### config.mk
export PLATFORM = sky130hd
export DESIGN_NAME = pio_in_irq
export DESIGN_NICKNAME = d
export VERILOG_FILES = /design/src/rtl/pio_in_irq.sv
export SDC_FILE = /design/constraint.sdc
export NUM_CORES = 1
export LEC_CHECK = 0
export CORE_MARGIN = 2
export CORE_UTILIZATION = 36
export DETAILED_ROUTE_END_ITERATION = 10
export GPL_TIMING_DRIVEN = 0
export MAX_ROUTING_LAYER = met4
export PLACE_DENSITY = 0.76
export SLEW_MARGIN = 20
export SYNTH_ARGS = -nofsm -noshare
export SYNTH_HDL_FRONTEND = slang
export SYNTH_SLANG_ARGS = --single-unit
### constraint.sdc
create_clock -name clk -period 0.9 [get_ports clk]
set_input_delay 0.09 -clock clk [delete_from_list [all_inputs] [get_ports clk]]
set_output_delay 0.09 -clock clk [all_outputs]
set_load 0.01 [all_outputs]
### src/rtl/pio_in_irq.sv
// pio_in_irq: Avalon-MM input PIO with synchroniser, optional debouncer, edge capture and interrupt
module pio_in_irq #(
  parameter int WIDTH           = 6,
  parameter int SYNC_STAGES     = 2,
  parameter int DEBOUNCE_CYCLES = 0,
  parameter int EDGE_TYPE       = 0,
  parameter int IRQ_MODE        = 1
) (
  input  logic             clk,
  input  logic             reset,
  input  logic [1:0]       address,
  input  logic             chipselect,
  input  logic             write_n,
  input  logic [31:0]      writedata,
  input  logic [WIDTH-1:0] in_port,
  output logic [31:0]      readdata,
  output logic             irq
);
  logic [WIDTH-1:0] sync_q [SYNC_STAGES];
  logic [WIDTH-1:0] sync_d [SYNC_STAGES];
  logic [WIDTH-1:0] s, d, d_q, edge_hit, wd;
  logic [WIDTH-1:0] mask_q, mask_d, cap_q, cap_d;
  logic [31:0]      readdata_q, readdata_d;
  logic             irq_q, irq_d, wr;

  // synchroniser shift chain, stage 0 takes the raw pins
  always_comb begin
    sync_d[0] = in_port;
    for (int k = 1; k < SYNC_STAGES; k++) sync_d[k] = sync_q[k-1];
  end

  assign s = sync_q[SYNC_STAGES-1];

  if (DEBOUNCE_CYCLES > 0) begin : g_db
    localparam int CW = $clog2(DEBOUNCE_CYCLES + 1);
    logic [WIDTH-1:0] db_q, db_d;
    logic [CW-1:0]    cnt_q [WIDTH];
    logic [CW-1:0]    cnt_d [WIDTH];
    // per-bit counter: a differing level is accepted once it has persisted long enough
    always_comb begin
      db_d = db_q;
      for (int i = 0; i < WIDTH; i++) begin
        cnt_d[i] = '0;
        if (s[i] != db_q[i]) begin
          if (cnt_q[i] == CW'(DEBOUNCE_CYCLES - 1)) db_d[i] = s[i];
          else cnt_d[i] = cnt_q[i] + 1'b1;
        end
      end
    end
    // debouncer state
    always_ff @(posedge clk or posedge reset) begin
      if (reset) begin
        db_q <= '0;
        for (int i = 0; i < WIDTH; i++) cnt_q[i] <= '0;
      end else begin
        db_q <= db_d;
        for (int i = 0; i < WIDTH; i++) cnt_q[i] <= cnt_d[i];
      end
    end
    assign d = db_q;
  end else begin : g_nodb
    assign d = s;
  end

  // edge detect, register updates, irq source and read mux
  always_comb begin
    wr         = chipselect & ~write_n;
    wd         = writedata[WIDTH-1:0];
    edge_hit   = EDGE_TYPE == 0 ? d & ~d_q : EDGE_TYPE == 1 ? ~d & d_q : d ^ d_q;
    mask_d     = wr && address == 2'd2 ? wd : mask_q;
    cap_d      = (cap_q & ~(wr && address == 2'd3 ? wd : '0)) | edge_hit;
    irq_d      = IRQ_MODE != 0 ? |(cap_q & mask_q) : |(d & mask_q);
    readdata_d = address == 2'd0 ? 32'(d) : address == 2'd2 ? 32'(mask_q) :
                 address == 2'd3 ? 32'(cap_q) : 32'd0;
  end

  // all remaining state, cleared asynchronously
  always_ff @(posedge clk or posedge reset) begin
    if (reset) begin
      for (int k = 0; k < SYNC_STAGES; k++) sync_q[k] <= '0;
      d_q        <= '0;
      mask_q     <= '0;
      cap_q      <= '0;
      irq_q      <= 1'b0;
      readdata_q <= '0;
    end else begin
      for (int k = 0; k < SYNC_STAGES; k++) sync_q[k] <= sync_d[k];
      d_q        <= d;
      mask_q     <= mask_d;
      cap_q      <= cap_d;
      irq_q      <= irq_d;
      readdata_q <= readdata_d;
    end
  end

  assign readdata = readdata_q;
  assign irq      = irq_q;
endmodule

* Word-level counts from Yosys, hierarchy flattened *
Index checks and enable logic that the tools add are counted.

word-level totals
  register bits after elaboration = 37
  word-level logic and storage cells = 25

cells by class
  equality and inequality tests = 2
  muxes and demuxes = 4
  bitwise logic cells = 8
  reductions and logical operators = 4

operators with widths
  cell                  count
  $mux W6               4
  $and A6 B6 Y6         3
  $not A6 Y6            2
  $or A6 B6 Y6          1
  $reduce_or A6 Y1      1
  $eq A2 B2 Y1 const B  2
  $logic_and A1 B1 Y1   2
  $logic_not A2 Y1      1
  $and A1 B1 Y1         1
  $not A1 Y1            1

* Depth between registers and ports, before layout *
  word-level depth = 7
  gate-level depth with buffers = 4
  gate-level depth less buffers = 2

* Least setup slack after synthesis *
Ideal clock, no wire load.

  path kind = input port to flip-flop
  from = input address[0]
  to = register mask_q[0]
  arrival time = 0.876 ns
  required time = 0.775 ns
  slack = -0.101 ns
  stages on the path = 4
  path buffers = 2
  cell sequence = buf_6 > and4bb_1 > buf_6 > mux2_4

between the ends
  word-level cells in the longest chain between the ends = 2

ends and longest elaborated chain
  item                    RTL line  source
  start: declaration      11        input logic [1:0] address,
  $eq A2 B2 Y1            70        mask_d = wr && address == 2'd2 ? wd : mask_q;
  $logic_and A1 B1 Y1     70
  end signal: assignment  89        mask_q <= mask_d;
  end: declaration        22        logic [WIDTH-1:0] mask_q, mask_d, cap_q, cap_d;

Every way passes these cells.
A chain may end at the register's enable or synchronous reset.

* Worst setup path after layout *
  from = register mask_q[5]
  to = register readdata_q[5] (netlist: readdata[5])

between the ends
  word-level cells in the longest chain between the ends = 2

ends and longest elaborated chain
  item                    RTL line  source
  $mux W6 (2 in series)   73        readdata_d = address == 2'd0 ? 32'(d) : address == 2'd2 ? 32'(mask_q) :
  net readdata_d[5]       23        logic [31:0] readdata_q, readdata_d;
  end signal: assignment  92        readdata_q <= readdata_d;
  end: declaration        23

The timed path passes the listed nets, and every way through them passes these cells.

==> impl_metrics.tcl <==
set metrics [dict create \
    status "finished with violations" \
    violations "setup timing" \
    finalMaxSlewViolations 0 \
    p_per_area_nw_per_um2 1770 \
    reg2reg_slack_ns -0.06 \
    startpoint_type "flop" \
    ctsHtreeMaxLevel 2 \
    critPathMaxStageDelay_ns 0.41 \
    critical-path-top-delay-family "flip-flops" \
    critPathCapture "readdata[5]" \
    die_x_microns 70.0 \
    end_kind "flop" \
    drive_above_1_share 0.377 \
    area_growth_pct 34.7 \
    worst_ep_arrival_time_ns 1.14 \
    regArea_sq_um 926 \
    fmax_mhz 1040 \
    vias_per_cell 4.12 \
    diodes 0 \
    ant_nets 0 \
    critPathRequiredTime_ns 1.08 \
    intPower_mw 2.85 \
    cts.sinks 37 \
    peakVddDrop_uv 1030 \
    dp_cells 215 \
    holdCritPathClass "in -> reg" \
    yosysSeqAreaShare 0.591 \
    reg2reg_from "mask_q[5]" \
    overflow 0 \
    timing.final.crit_share 1.07 \
    antenna_found_initial 0 \
    clockRootBuffer "clkbuf_8" \
    path_cells "mux2_2 > a22o_1" \
    grt_max_degree 38 \
    yosys_warnings 0 \
    ios 77 \
    clk_latency_ns 0.29 \
    holdPathStages 2 \
    crit_fanout 3 \
    coreArea_sq_um 4090 \
    nets 227 \
    multiInputGateArea_sq_um 465 \
    drc 0 \
    grt_use_total 0.121 \
    instances_no_fill 233 \
    grt_pass1_wl_mm 4.31 \
    slew_headroom 0.490 \
    synth_cell_types 16 \
    critical_path_buf_inv_count 0 \
    pwr-share-comb 0.189 \
    row_count 23 \
    ctsHoldBuffers 0 \
    async_flop_share 1.00 \
    layout_commonest_cell "dfrtp_1" \
    cap_violations 0 \
    p_seq_frac 0.503 \
    criticalPathCategory "reg -> reg" \
    port_buffers 22 \
    pwr-share-clk 0.309 \
    slowest_stage "dfrtp_1" \
    rsz0062_at_grt "true" \
    synthFlopType "dfrtp_1" \
    setup_ws_ns -0.0612 \
    fin_skew_ns 0.00411 \
    synth_area_sq_um 1570 \
    via_count 960 \
    syn_inst 118 \
    finalHoldViolations 0 \
    path_clk_slew_ns 0.07 \
    grt_pass1_vias 946 \
    post-dp-hpwl_mm 1.74 \
    p_leak_nw 1.09 \
    first_pass_iters 4 \
    dieArea_sq_um 4900 \
    synth_seq_cells 37 \
    finalWirelength_mm 2.73 \
    mostFrequentLayoutCells "dfrtp_1 (37), buf_4 (33), conb_1 (26), clkdlybuf4s50_1 (13), inv_1 (12)" \
    clock_path_buffers 2 \
    die_y_microns 70.0 \
    floorplan.initialDensity 0.383 \
    final.min_clock_period_ns 0.961 \
    swShare 0.239 \
    tritoncts "built" \
    r2r_end "readdata[5]" \
    cts_buffers 5 \
    path_depth 2 \
    wl_per_cell_microns 11.7 \
    first_iter_violations 45 \
    p_sw_mw 0.894 \
    synth_edf_count 0 \
    post-route-util 0.517 \
    finalSetupViolCount 9 \
    fillerInstances 366 \
    critPathLaunch "mask_q[5]" \
    power_mw 3.74 \
    r2r_cells 2 \
    tightest_slew_ns 0.763 \
    synth_area_per_cell_sq_um 13.3 \
    gp_routability_congestion 0.724 \
]
worst reg2reg max path, stage by stage, from the launching register on:
cell and delay, ns:
dfrtp_1 0.41, mux2_2 0.27, a22o_1 0.18
what timing repair did:
| action | 4_1_cts | 5_1_grt |
|---|---|---|
| pin swaps | 3 | 1 |
| gates resized for setup | 31 | 6 |
| buffers inserted | 11 | 0 |
| endpoints found under the setup margin | 21 | 13 |
Yosys cell counts (3+ instances only):
| master | count | area share |
|---|---|---|
| buf_6 | 3 | 0.022 |
| dfrtp_1 | 37 | 0.59 |
| mux2_2 | 6 | 0.043 |
| nand2b_1 | 6 | 0.024 |
| o221ai_1 | 6 | 0.034 |
| buf_4 | 26 | 0.12 |
| mux2_4 | 6 | 0.058 |
| inv_1 | 13 | 0.031 |
| a22oi_1 | 3 | 0.014 |
| a22o_1 | 6 | 0.034 |
registers in the layout, indices dropped and copies added, names as in the netlist:
register  flops
readdata      6
sync_d        6
d             6
mask_q        6
irq           1
cap_q         6
d_q           6
layout make-up:
cell class / instances / area share
timing repair buffer: 33 / 0.133
inverter: 13 / 0.0249
clock buffer: 7 / 0.0409
tap: 50 / 0.0296
buffer: 30 / 0.113
multi-input combinational: 63 / 0.221
sequential: 37 / 0.439
kinds of logic after synthesis:
kind of cell / Yosys count / synth area share
buffers and inverters: 43 / 0.181
AO/OA/AOI/OAI: 15 / 0.0815
multiplexers: 12 / 0.101
AND/OR/NAND/NOR: 10 / 0.0439
flip-flops: 37 / 0.591
other: 1 / 0.00239
worst min-delay path by stage:
stage | startpoint | end | slack, ns
after global placement | sync_d[0] | d[0] | 0.33
after detailed placement | sync_d[0] | d[0] | 0.33
after global routing | address[1] | readdata[3] | 0.06
final | address[1] | readdata[3] | 0.07
after CTS | address[1] | readdata[3] | 0.07
after floorplan | reset | cap_q[0] | 0.05
metal layers:
metal	vias up	GRT usage	wire [microns]
met3	5	0.0519	252
met1	442	0.138	1150
li1	472	-	-
met4	0	0.0620	59
met5	-	-	0
met2	41	0.182	1270
metrics by stage:
step | TNS (ns) | setup slack (ns) | hold WS (ns) | area [sq um]
final | -0.362 | -0.0612 | 0.0698 | 2110
after global routing | -0.674 | -0.0947 | 0.0623 | 2110
after CTS | -0.315 | -0.0531 | 0.0663 | 2090
after detailed placement | -11.75 | -0.479 | 0.335 | 1950
after global placement | -10.92 | -0.458 | 0.332 | 1950
after floorplan | -0.738 | -0.0975 | 0.0498 | 1670
power groups by stage:
stage / combinational, mW / clock [mW] / sequential [mW]
after CTS: 0.663 / 1.18 / 1.87
final: 0.705 / 1.16 / 1.88
after detailed placement: 0.589 / 0 / 1.92
after global placement: 0.580 / 0 / 1.91
after floorplan: 0.392 / 0 / 1.91
after global routing: 0.762 / 1.25 / 1.90
Power figures use the tool's default switching activity.
==> edit 1 (config.mk and constraints unchanged) <==
The parameter `WIDTH` goes from 6 to 3.
--- a/src/rtl/pio_in_irq.sv
+++ b/src/rtl/pio_in_irq.sv
@@ -2,3 +2,3 @@
 module pio_in_irq #(
-  parameter int WIDTH           = 6,
+  parameter int WIDTH           = 3,
   parameter int SYNC_STAGES     = 2,
Interface: changed (resized in_port); port bits go from 77 to 74. No check against the original RTL was run, so the function may have changed too.
==> edit 1 against the original RTL <==
- the run still ends with setup timing left
- sequential power fell by 48%
- synthesized area fell by 41%
- clock power fell by 64%
- total power fell by 51%
- worst hold slack improved by 130 ps
- sequential cell count fell by 18
- global-route usage fell by 2.1 points
- design area fell by 40%
- non-clock buffer count fell by 13
- worst setup slack got worse by 26 ps
- wire length fell by 50%
- count of clock-buffer cells in the layout fell by 3
==> edit 1: results (changes against the original RTL) <==
* Synth Area in Compound Gates at 0.06812 (was 0.08147)
* Wire per inst at 8.566 um (was 11.73 um)
* Port buffer count at 15 (was 22)
* Placement Cell Area at 1222 um^2 (was 1951 um^2)
* P_leak at 0.7096 nW (was 1.091 nW)
* FF/Latch Area at 475.5 um^2 (was 925.9 um^2)
* Count of multi-input gates at 48 (was 63)
* Final HPWL DP at 1059 um (was 1740 um)
* RePlAce Congestion at 0.7669 (was 0.7238)
* Combinational logic power at 0.440 mW (was 0.705 mW)
* Iter 0 DRT Violations at 7 (was 45)
* Sequential area share after synthesis at 0.5177 (was 0.5911)
* Synthesis-to-layout area growth at 37.74% (was 34.74%)
* Max IR drop VDD at 1007 uV (was 1026 uV)
* Clkbuf count at 4 (was 7)
* Total global-route track usage at 0.09994 (was 0.1210)
* First-pass GRT wire length at 1980 um (was 4312 um)
* CTS root buffer: clkbuf_4 (was clkbuf_8)
* Commonest cells post-synth: buf_4, dfrtp_1, inv_1 (was dfrtp_1, buf_4, inv_1)
* Fill cell count at 236 (was 366)
* Worst-Margin Slew at 689.0 ps (was 763.5 ps)
* Crit. Startpoint: mask_q[1] (was mask_q[5])
* Setup WS post-layout at -87.55 ps (was -61.23 ps)
* Failing checks: setup timing (unchanged)
* Htree depth at 1 (was 2)
* Area of the multi-input gates at 311.5 um^2 (was 465.4 um^2)
* Synth top area cells: dfrtp_1, buf_4, mux2_4, mux2_2, inv_1 (was dfrtp_1, buf_4, mux2_4, mux2_2, a22o_1)
* DR vias at 609 (was 960)
* Power Sequential at 0.974 mW (was 1.88 mW)
* # setup viols final at 7 (was 9)
* Post-synthesis adder-cell area fraction at 0 (unchanged)
* M2 GR Usage at 0.1606 (was 0.1820)
* Share of cells above drive strength 1 at 0.3953 (was 0.3770)
* RR Endpoint: readdata[1] (was readdata[5])
* Library cells used by synthesis at 13 (was 16)
* Switching portion of total power at 0.2482 (was 0.2389)
* Total power at 1.826 mW (was 3.741 mW)
* Largest net degree at the start of global routing at 20 (was 38)
* M3 GR Usage at 0.02459 (was 0.05195)
* CTS max path bufs at 2 (unchanged)
* Clock network area share at 0.02077 (was 0.04090)
* Mux cell area share after synthesis at 0.08583 (was 0.1006)
* Inserted Clock Buffers at 3 (was 5)
* Max Clock Skew at 0.9791 ps (was 4.109 ps)
* Vias in the first global route at 468 (was 946)
* Routed met3 length at 158 um (was 252 um)
* Routing usage on met1 at 0.1109 (was 0.1376)
* Number of non-clock buffers at 50 (was 63)
* Synth Area per Inst at 12.08 um^2 (was 13.28 um^2)
* Status: complete, but fails checks (unchanged)
* #FFs+latches synth at 19 (was 37)
* Nets@finish at 171 (was 227)
* Nonclk inv count at 8 (was 13)
* Hold Crit Class: input pin to asynchronous set/reset pin (was input pin to register)
* Signal buffers share of area at 0.3037 (was 0.2454)
* M1 wire length at 527 um (was 1149 um)
-- edit 1: what timing repair did --
item	4_1_cts	5_1_grt
buffers inserted	2	4
setup endpoints to repair	14	11
resized for setup	20	2
pin swaps	1	1
-- edit 1: worst min-delay path by stage --
stage / startpoint / to
global placement: sync_d[2] / d[2]
global route: in_port[1] / sync_d[1]
floorplan: reset / cap_q[0]
detailed placement: sync_d[2] / d[2]
CTS: reset / d_q[0]
finish: reset / sync_d[2]
-- edit 1: through the flow --
stage | std cells | setup slack (ps) | setup TNS, ps | hold slack [ps]
finish | 159 | -87.55 | -277.9 | 196.2
global route | 159 | -117.4 | -583.3 | 222.2
CTS | 155 | -84.90 | -359.7 | 213.7
detailed placement | 149 | -597.5 | -6748 | 335.6
global placement | 149 | -573.2 | -5452 | 331.4
floorplan | 104 | -42.60 | -71.87 | 41.13
-- edit 1: worst max-delay path, delay by kind of cell (launching register included) --
family         cells  cell delay, ps
multiplexers       1             270
flip-flops         1             420
AO/OA/AOI/OAI      1             200
==> edit 2 (same settings) <==
Made on the original files. Take the reset off `readdata_q` and load it in a clocked block of its own.
--- a/src/rtl/pio_in_irq.sv
+++ b/src/rtl/pio_in_irq.sv
@@ -84,3 +84,2 @@
       irq_q      <= 1'b0;
-      readdata_q <= '0;
     end else begin
@@ -91,4 +90,7 @@
       irq_q      <= irq_d;
-      readdata_q <= readdata_d;
     end
+  end
+
+  always_ff @(posedge clk) begin
+    readdata_q <= readdata_d;
   end
Check against the original RTL: differs if reset is asserted again (counterexample within 4 cycles, from zero or initial values and one cycle with reset high); with reset held inactive, the same outputs for 10 cycles.
==> edit 2 against the original RTL <==
- sequential cell count stayed put
- wire length is 1.1% lower
- the flow still finishes with violations (setup timing)
- non-clock buffer count is 3 lower
- worst hold slack worse by 14 ps
- largest cell class unchanged
- total power is 13% higher
- worst setup slack worse by 32 ps
- design area is 0.71% lower
- synthesized area is 1.9% lower
==> edit 2: results (changes against the original RTL) <==
* Status: complete, but fails checks (unchanged)
* Failing checks: setup timing (unchanged)
* Max IR drop VDD at 895.7 uV (was 1026 uV)
* Nets@finish at 224 (was 227)
* P_leak at 1.095 nW (was 1.091 nW)
* Htree depth at 2 (unchanged)
* Post-CTS setup buffers at 7 (was 11)
* Synth Area in Compound Gates at 0.08306 (was 0.08147)
* XOR/XNOR Fraction of Synth Area at 0 (unchanged)
* First-pass DRT Iterations at 4 (unchanged)
* First-pass GRT wire length at 4471 um (was 4312 um)
* Library cells used by synthesis at 17 (was 16)
* Fill cell count at 363 (was 366)
* Hold Crit Class: input pin to register (unchanged)
* Vias in the first global route at 909 (was 946)
* Worst-Margin Slew at 642.0 ps (was 763.5 ps)
* # setup viols final at 9 (unchanged)
* Skew-Pair Late Insertion Delay at 300 ps
* M2 GR Usage at 0.1816 (was 0.1820)
* Largest fanout on the critical path at 2 (was 3)
* CTS root buffer: clkbuf_8 (unchanged)
* DR vias at 915 (was 960)
* Wire per inst at 11.70 um (was 11.73 um)
* Mux cell area share after synthesis at 0.1026 (was 0.1006)
* Commonest cells post-synth: dfrtp_1, buf_4, inv_1 (unchanged)
* Worst EP arrival at 1180 ps (was 1140 ps)
* Sequential area share after synthesis at 0.5831 (was 0.5911)
* Clock Pin Slew Worst Setup and Hold Paths at 70 ps (about the same)
* Max Clock Skew at 7.150 ps (was 4.109 ps)
* Initial antenna violation count at 0 (unchanged)
* Share of cells above drive strength 1 at 0.3646 (was 0.3770)
* CTS resizes at 30 (was 31)
* Setup WS post-layout at -93.27 ps (was -61.23 ps)
* Iter 0 DRT Violations at 58 (was 45)
* Total global-route track usage at 0.1262 (was 0.1210)
* Port buffer count at 22 (unchanged)
* Largest net degree at the start of global routing at 32 (was 38)
* Synth warn at 0 (unchanged)
* Inserted Clock Buffers at 5 (unchanged)
* Synth top area cells: dfrtp_1, buf_4, dfxtp_1, mux2_4, mux2_2 (was dfrtp_1, buf_4, mux2_4, mux2_2, a22o_1)
* M3 GR Usage at 0.04942 (was 0.05195)
* Routing usage on met1 at 0.1531 (was 0.1376)
* Final HPWL DP at 1740 um (about the same)
* Final Hold Fails at 0 (unchanged)
* CTS max path bufs at 2 (unchanged)
* Post-synth ARST share at 0.8378 (was 1.000)
* # diodes at 0 (unchanged)
* RePlAce Congestion at 0.7551 (was 0.7238)
* Post-synthesis adder-cell area fraction at 0 (unchanged)
-- edit 2: power by group --
group | internal (mW) | switching [mW]
combinational | 0.411 | 0.247
sequential | 1.80 | 0.0802
clock | 1.10 | 0.596
-- edit 2: worst paths after layout --
| path | start | to | slack [ps] | cells past startpoint |
|---|---|---|---|---|
| setup / recovery | mask_q[2] | readdata[2] | -90 | 2 |
| hold / removal | address[1] | readdata[3] | 60 | 2 |
| setup reg to reg | mask_q[2] | readdata[2] | -90 | 2 |
| hold reg to reg | sync_d[4] | d[4] | 350 | 0 |
| max in group asynchronous | reset | sync_d[4] | 280 | 2 |
| min in group asynchronous | reset | mask_q[0] | 200 | 2 |
-- edit 2: routing by layer --
| layer | share of wire | wire length [um] |
|---|---|---|
| met2 | 0.47 | 1274 |
| met1 | 0.43 | 1161 |
| met5 | 0 | 0 |
| met3 | 0.075 | 202 |
| met4 | 0.024 | 64 |
-- edit 2: stage by stage --
stage | worst slack (ps) | setup TNS, ps | instance area, um^2 | instances | hold WS, ps
6_report | -93.27 | -465.0 | 2096 | 231 | 55.71
5_1_grt | -110.0 | -756.0 | 2096 | 231 | 61.04
4_1_cts | -70.84 | -323.0 | 2078 | 230 | 55.27
3_5_place_dp | -466.5 | -7775 | 1917 | 215 | 335.5
3_3_place_gp | -593.4 | -23000 | 1917 | 215 | 332.8
2_1_floorplan | -97.55 | -701.1 | 1634 | 143 | 121.4
-- edit 2: cell type report --
type	count	area share
flip-flops and latches	37	0.4275
clock buffers	5	0.03284
clock inverters	3	0.03104
well taps	50	0.02985
repair buffers	30	0.1194
plain buffers	30	0.1134
multi-input cells	63	0.2227
inverters	13	0.02328
-- edit 2: critical path, cell delays in order (launching register included) --
cell and delay [ps]:
dfrtp_1 420, mux2_4 280, a22o_1 190
